$ cat src/rtl/trap_sequencer_pkg.sv
// Shared types and constants for the trap sequencer: FSM state encoding,
// source index assignments and register reset values.
package trap_pkg;

  localparam int NSRC_MAX = 8;

  localparam int SRC_WDT = 0;
  localparam int SRC_DMA = 1;

  localparam logic [NSRC_MAX-1:0] EN_RST   = '0;
  localparam logic [NSRC_MAX-1:0] PEND_RST = '0;

  typedef enum logic [2:0] {
    ST_IDLE,
    ST_WAIT_SAFE,
    ST_TAKE,
    ST_IN_ISR,
    ST_SLEEP
  } trap_state_e;

endpackage

$ cat src/rtl/trap_sequencer_prio_enc.sv
// Fixed-priority encoder: the lowest set index of req wins.
module prio_enc #(
  parameter int N = 4,
  parameter int W = 3
) (
  input  logic [N-1:0] req,
  output logic         valid,
  output logic [W-1:0] id
);

  // NOTE: every output gets a value before the loop, so no latch is inferred.
  always_comb begin
    valid = |req;
    id    = '0;
    for (int i = N - 1; i >= 0; i--) begin
      if (req[i]) id = W'(i);
    end
  end

endmodule

$ cat src/rtl/trap_sequencer.sv
// Interrupt arbiter and trap-entry sequencer with wfi sleep and ISR tracking.
// Define TRAP_NEST_EN to allow one level of preemption by a higher-priority source.
module trap_sequencer
  import trap_pkg::*;
#(
  parameter int NSRC = 4,
  parameter int IDW  = 3
) (
  input  logic            clk,
  input  logic            rst,
  input  logic [NSRC-1:0] src_irq,
  input  logic            en_we,
  input  logic [NSRC-1:0] en_wdata,
  output logic [NSRC-1:0] en_q,
  output logic [NSRC-1:0] pend_q,
  input  logic            gie,
  input  logic            im_stall,
  input  logic            dm_stall,
  input  logic            wfi_ret,
  input  logic            mret_ret,
  output logic            trap_take,
  output logic            trap_flush,
  output logic [IDW-1:0]  irq_id,
  output logic            cpu_halt,
  output logic            in_isr,
  output logic            trap_done
);

  trap_state_e     state;
  logic [NSRC-1:0] src_q;
  logic [NSRC-1:0] rise;
  logic [NSRC-1:0] clr_mask;
  logic [NSRC-1:0] elig;
  logic            win_valid;
  logic [IDW-1:0]  win_id;
  logic            stall;

`ifdef TRAP_NEST_EN
  logic            nested;
  logic [IDW-1:0]  stk_id;
`endif

  assign stall = im_stall | dm_stall;
  assign rise  = src_irq & ~src_q;
  assign elig  = pend_q & en_q;
  // trap_take is high exactly in the TAKE cycle, when irq_id holds the taken source.
  assign clr_mask = trap_take ? (NSRC'(1) << irq_id) : '0;

  prio_enc #(.N(NSRC), .W(IDW)) u_prio (
    .req   (elig),
    .valid (win_valid),
    .id    (win_id)
  );

  // Clear is applied before set so a fresh edge in the TAKE cycle survives.
  always_ff @(posedge clk or negedge rst) begin
    if (!rst) begin
      src_q  <= '0;
      pend_q <= PEND_RST[NSRC-1:0];
      en_q   <= EN_RST[NSRC-1:0];
    end else begin
      // NOTE: state updates use non-blocking assignments so every register samples pre-edge values.
      src_q  <= src_irq;
      pend_q <= (pend_q & ~clr_mask) | rise;
      if (en_we) en_q <= en_wdata;
    end
  end

  always_ff @(posedge clk or negedge rst) begin
    if (!rst) begin
      state      <= ST_IDLE;
      trap_take  <= 1'b0;
      trap_flush <= 1'b0;
      trap_done  <= 1'b0;
      irq_id     <= '0;
      cpu_halt   <= 1'b0;
      in_isr     <= 1'b0;
`ifdef TRAP_NEST_EN
      nested     <= 1'b0;
      stk_id     <= '0;
`endif
    end else begin
      trap_take  <= 1'b0;
      trap_flush <= 1'b0;
      trap_done  <= 1'b0;
      unique case (state)
        ST_IDLE: begin
          if (win_valid && gie) begin
            state <= ST_WAIT_SAFE;
          end else if (wfi_ret && !stall && !win_valid) begin
            state    <= ST_SLEEP;
            cpu_halt <= 1'b1;
          end
        end
        ST_WAIT_SAFE: begin
          // in_isr is only high here while waiting to preempt an active ISR.
          if (!win_valid || !gie || (in_isr && win_id >= irq_id)) begin
            state <= in_isr ? ST_IN_ISR : ST_IDLE;
          end else if (!stall) begin
            state      <= ST_TAKE;
            trap_take  <= 1'b1;
            trap_flush <= 1'b1;
            irq_id     <= win_id;
`ifdef TRAP_NEST_EN
            if (in_isr) begin
              nested <= 1'b1;
              stk_id <= irq_id;
            end
`endif
          end
        end
        ST_TAKE: begin
          state  <= ST_IN_ISR;
          in_isr <= 1'b1;
        end
        ST_IN_ISR: begin
          if (mret_ret && !stall) begin
            trap_done <= 1'b1;
`ifdef TRAP_NEST_EN
            if (nested) begin
              nested <= 1'b0;
              irq_id <= stk_id;
            end else begin
              state  <= ST_IDLE;
              in_isr <= 1'b0;
              irq_id <= '0;
            end
`else
            state  <= ST_IDLE;
            in_isr <= 1'b0;
            irq_id <= '0;
`endif
          end
`ifdef TRAP_NEST_EN
          else if (!nested && gie && win_valid && win_id < irq_id) begin
            state <= ST_WAIT_SAFE;
          end
`endif
        end
        ST_SLEEP: begin
          if (win_valid) begin
            cpu_halt <= 1'b0;
            state    <= gie ? ST_WAIT_SAFE : ST_IDLE;
          end
        end
        default: state <= ST_IDLE;
      endcase
    end
  end

endmodule

$ cat config.mk
export PLATFORM = sky130hd
export DESIGN_NAME = trap_sequencer
export DESIGN_NICKNAME = d
export VERILOG_FILES = /design/src/rtl/trap_sequencer_pkg.sv /design/src/rtl/trap_sequencer_prio_enc.sv /design/src/rtl/trap_sequencer.sv
export SDC_FILE = /design/constraint.sdc
export NUM_CORES = 1
export LEC_CHECK = 0
export ABC_AREA = 1
export CORE_UTILIZATION = 46
export CTS_CLUSTER_DIAMETER = 200
export CTS_CLUSTER_SIZE = 25
export DETAILED_ROUTE_END_ITERATION = 10
export PLACE_DENSITY = 0.77
export SLEW_MARGIN = 20
export SYNTH_ARGS = -nofsm -noshare
export SYNTH_HDL_FRONTEND = slang
export SYNTH_HIERARCHICAL = 1
export SYNTH_SLANG_ARGS = --single-unit
export TNS_END_PERCENT = 30
$ cat constraint.sdc
create_clock -name clk -period 2.3 [get_ports clk]
set_clock_uncertainty 0.2 [all_clocks]
set_input_delay 0.23 -clock clk [delete_from_list [all_inputs] [get_ports clk]]
set_output_delay 0.23 -clock clk [all_outputs]
set_load 0.1 [all_outputs]
==> insert_results.sql <==
INSERT INTO impl_metrics (metric_group, metric, value, unit) VALUES
('run_status', 'status', 'finished clean', ''),
('global_routing', 'grt_first_pass_wirelength', '3788', 'um'),
('floorplan', 'die_area', '2661', 'um^2'),
('final_layout', 'layoutNonFillerInstCount', '196', ''),
('global_routing', 'pin_count_of_the_biggest_net_entering_global_routing', '23', ''),
('setup_path', 'crit_path_frequent_cell', 'nand2_1', ''),
('clock_tree', 'postCtsSetupRepairBufs', '0', ''),
('logic_synthesis', 'yosys-top-cells-area', 'dfrtp_1 (49%), nand2_1 (10%), inv_1 (7.6%)', ''),
('logic_synthesis', 'synthesis.area', '1131', 'um^2'),
('clock_tree', 'clock_latency', '0.30', 'ns'),
('logic_synthesis', 'synth-edff-count', '0', ''),
('logic_synthesis', 'ys_top_cells_by_count', 'nand2_1 (31), inv_1 (23), dfrtp_1 (22)', ''),
('placement', 'place.gp.congestion', '0.8212', ''),
('timing', 'setup_tns', '0', 'ns'),
('job', 'max_cap_viols', '0', ''),
('timing', 'fmax', '496.7', 'MHz'),
('setup_path', 'critical_path.startpoint_type', 'flip-flop', ''),
('logic_synthesis', 'synthArstFlopShare', '100.0', '%'),
('logic_synthesis', 'yosys.area.top_type_share', '48.67', '%'),
('detailed_routing', 'vias', '953', ''),
('pwr', 'post-layout-total-power', '1582', 'uW'),
('setup_path', 'cp_cell_sequence', 'nand2_1, inv_1, inv_2, nand2_1, a21oi_2, inv_1, ha_1, inv_1, nand2_1, nand2_1, nand2_1, nand2_1, nand3_1, nand2_4, inv_2, nand2_1, nand2_1', ''),
('clock_tree', 'total_cts_buffers', '3', ''),
('setup_path', 'worstPathArrival', '2.02', 'ns'),
('placement', 'io_buffer_count', '31', ''),
('logic_synthesis', 'synthesized_area_divided_by_synthesized_cell_count', '8.441', 'um^2'),
('pwr', 'internal_dissipation', '785.9', 'uW'),
('clock_tree', 'tritoncts_clock_tree', 'built', ''),
('final_layout', 'util_after_layout', '65.54', '%'),
('clock_tree', 'cts_max_level', '1', ''),
('logic_synthesis', 'postSynth.topFlopCell', 'dfrtp_1', ''),
('final_layout', 'area_delta_synth_final', '30.64', '%'),
('logic_synthesis', 'synthXorXnorAreaFrac', '0', '%'),
('timing', 'final_period_minus_worst_setup_slack', '2.013', 'ns'),
('floorplan', 'dieHeight', '51.59', 'um'),
('final_layout', 'share_of_cells_above_drive_strength_1', '30.95', '%'),
('final_layout', 'finalNetCount', '188', ''),
('floorplan', 'row_count', '17', ''),
('detailed_routing', 'drt_iter0_drc', '13', ''),
('detailed_routing', 'detail_route.vias_per_cell', '4.862', ''),
('logic_synthesis', 'ys_types', '24', ''),
('logic_synthesis', 'post_synth_mux_area_share', '3.982', '%'),
('placement', 'dp_hpwl', '1821', 'um'),
('clock_tree', 'cts-hold-fix-buffers', '0', ''),
('detailed_routing', 'drt-total-wl', '2194', 'um'),
('logic_synthesis', 'netlist_instances', '134', ''),
('logic_synthesis', 'synth_compound_gate_area_share', '7.743', '%'),
('timing', 'min_period_over_period', '87.53', '%'),
('logic_synthesis', 'post-synth-top-count-cell', 'nand2_1', ''),
('global_routing', 'grt.total_usage', '19.73', '%'),
('logic_synthesis', 'ys_warn_count', '6', ''),
('pwr', 'power.switching_fraction', '50.32', '%'),
('pwr', 'power-per-cell-area', '1071', 'nW/um^2'),
('global_routing', 'grt-ovfl-total', '0', ''),
('timing', 'setup_repair_after_global_routing_missed_its_margin', 'no', ''),
('clock_tree', 'cts_root_buffer', 'clkbuf_4', ''),
('timing', 'timing.hold.ws', '0.05354', 'ns'),
('global_routing', 'antenna_found_initial', '0', ''),
('clock_tree', 'clock_sinks', '22', ''),
('pwr', 'max-vdd-ir-drop', '0.8757', 'mV'),
('setup_path', 'worstPathMaxFanout', '3', ''),
('pwr', 'switching_power', '796.0', 'uW'),
('clock_tree', 'clk_path_buf_depth', '2', ''),
('timing', 'slew_violations', '0', ''),
('pwr', 'portion_of_total_power_attributed_to_combinational_logic', '53.6', '%'),
('detailed_routing', 'firstDrtPassIters', '4', ''),
('timing', 'setup_violations', '0', ''),
('floorplan', 'design.portCount', '32', ''),
('setup_path', 'worst-endpoint-required', '2.30', 'ns'),
('logic_synthesis', 'dominant_combinational_cell_family_by_area_after_synthesis', 'simple AND/OR/NAND/NOR gates', ''),
('setup_path', 'cpPeakStageDelay', '0.43', 'ns');
[kinds of logic (layout without fill, tap and decap cells)]
| group | after synthesis | after routing |
|---|---|---|
| flip-flops | 22 | 22 |
| AND/OR/NAND/NOR | 59 | 59 |
| buffers and inverters | 31 | 65 |
| adder cells (fa/ha/maj) | 3 | 3 |
| other | 1 | 1 |
| multiplexers | 4 | 4 |
| AO/OA/AOI/OAI | 14 | 14 |
[power groups by stage]
stage,Combinational (uW),Clock (uW),Sequential (uW)
finish,847,205,529
detailed placement,850,0,538
floorplan,332,0,867
global placement,833,0,533
global route,929,233,544
CTS,851,217,530
[per-layer routing]
metal	track usage (%)	part of all wire, %	vias up
li1	-	-	487
met1	22.85	45	442
met2	34.85	50	20
met3	6.140	3.9	4
met4	5.405	0.91	0
met5	0	0	-
[state kept, by name (all words and copies together), names as in the netlist]
name and cells:
en_q 4, in_isr 1, state 3, irq_id 3, trap_done 1, trap_flush 1
src_q 4, pend_q 4, cpu_halt 1
[area by class of cell]
class	count	area [um^2]
inverter	29	108.9
fill	210	777.0
sequential	22	563.0
clock buffer	4	36.28
multi-input combinational	81	456.7
tap	28	35.03
timing repair buffer	32	277.8
[layout by cell type, fill, tap and decap left out, types with 2 or more instances in the layout]
master,count
nand4_1,5
nor2_2,3
a21oi_2,2
o21ai_1,2
nor2_1,6
nand3_1,8
inv_1,23
a21oi_1,3
o21ai_0,4
nand2_1,31
buf_4,17
nand3_2,2
dfrtp_2,10
inv_2,6
ha_1,3
clkdlybuf4s50_1,15
mux2_2,4
clkbuf_4,3
dfrtp_1,12
[stage by stage]
step           area (um^2)  worst slack [ns]
5_1_grt               1478            0.1146
6_report              1478            0.2868
3_5_place_dp          1441            0.2912
3_3_place_gp          1441            0.3376
2_1_floorplan         1144           0.06145
4_1_cts               1478            0.2723
[final timing paths]
check,slack [ns],from,end,depth (start not counted)
setup / recovery,0.29,pend_q[2],state[0],17
hold / removal,0.05,rst,src_q[1],2
setup reg to reg,0.29,pend_q[2],state[0],17
hold reg to reg,0.24,src_q[0],pend_q[0],1
max in group asynchronous,1.61,rst,pend_q[2],2
min in group clk,0.18,src_irq[1],src_q[1],1
[worst max-delay path, delay by kind of cell, from the launching register on]
kind                     cells  cell delay [ns]
AND/OR/NAND/NOR             10             0.68
flip-flops                   1             0.43
adder cells (fa/ha/maj)      1             0.26
buffers and inverters        5             0.24
AO/OA/AOI/OAI                1             0.10
(Power assumes the default switching activity.)
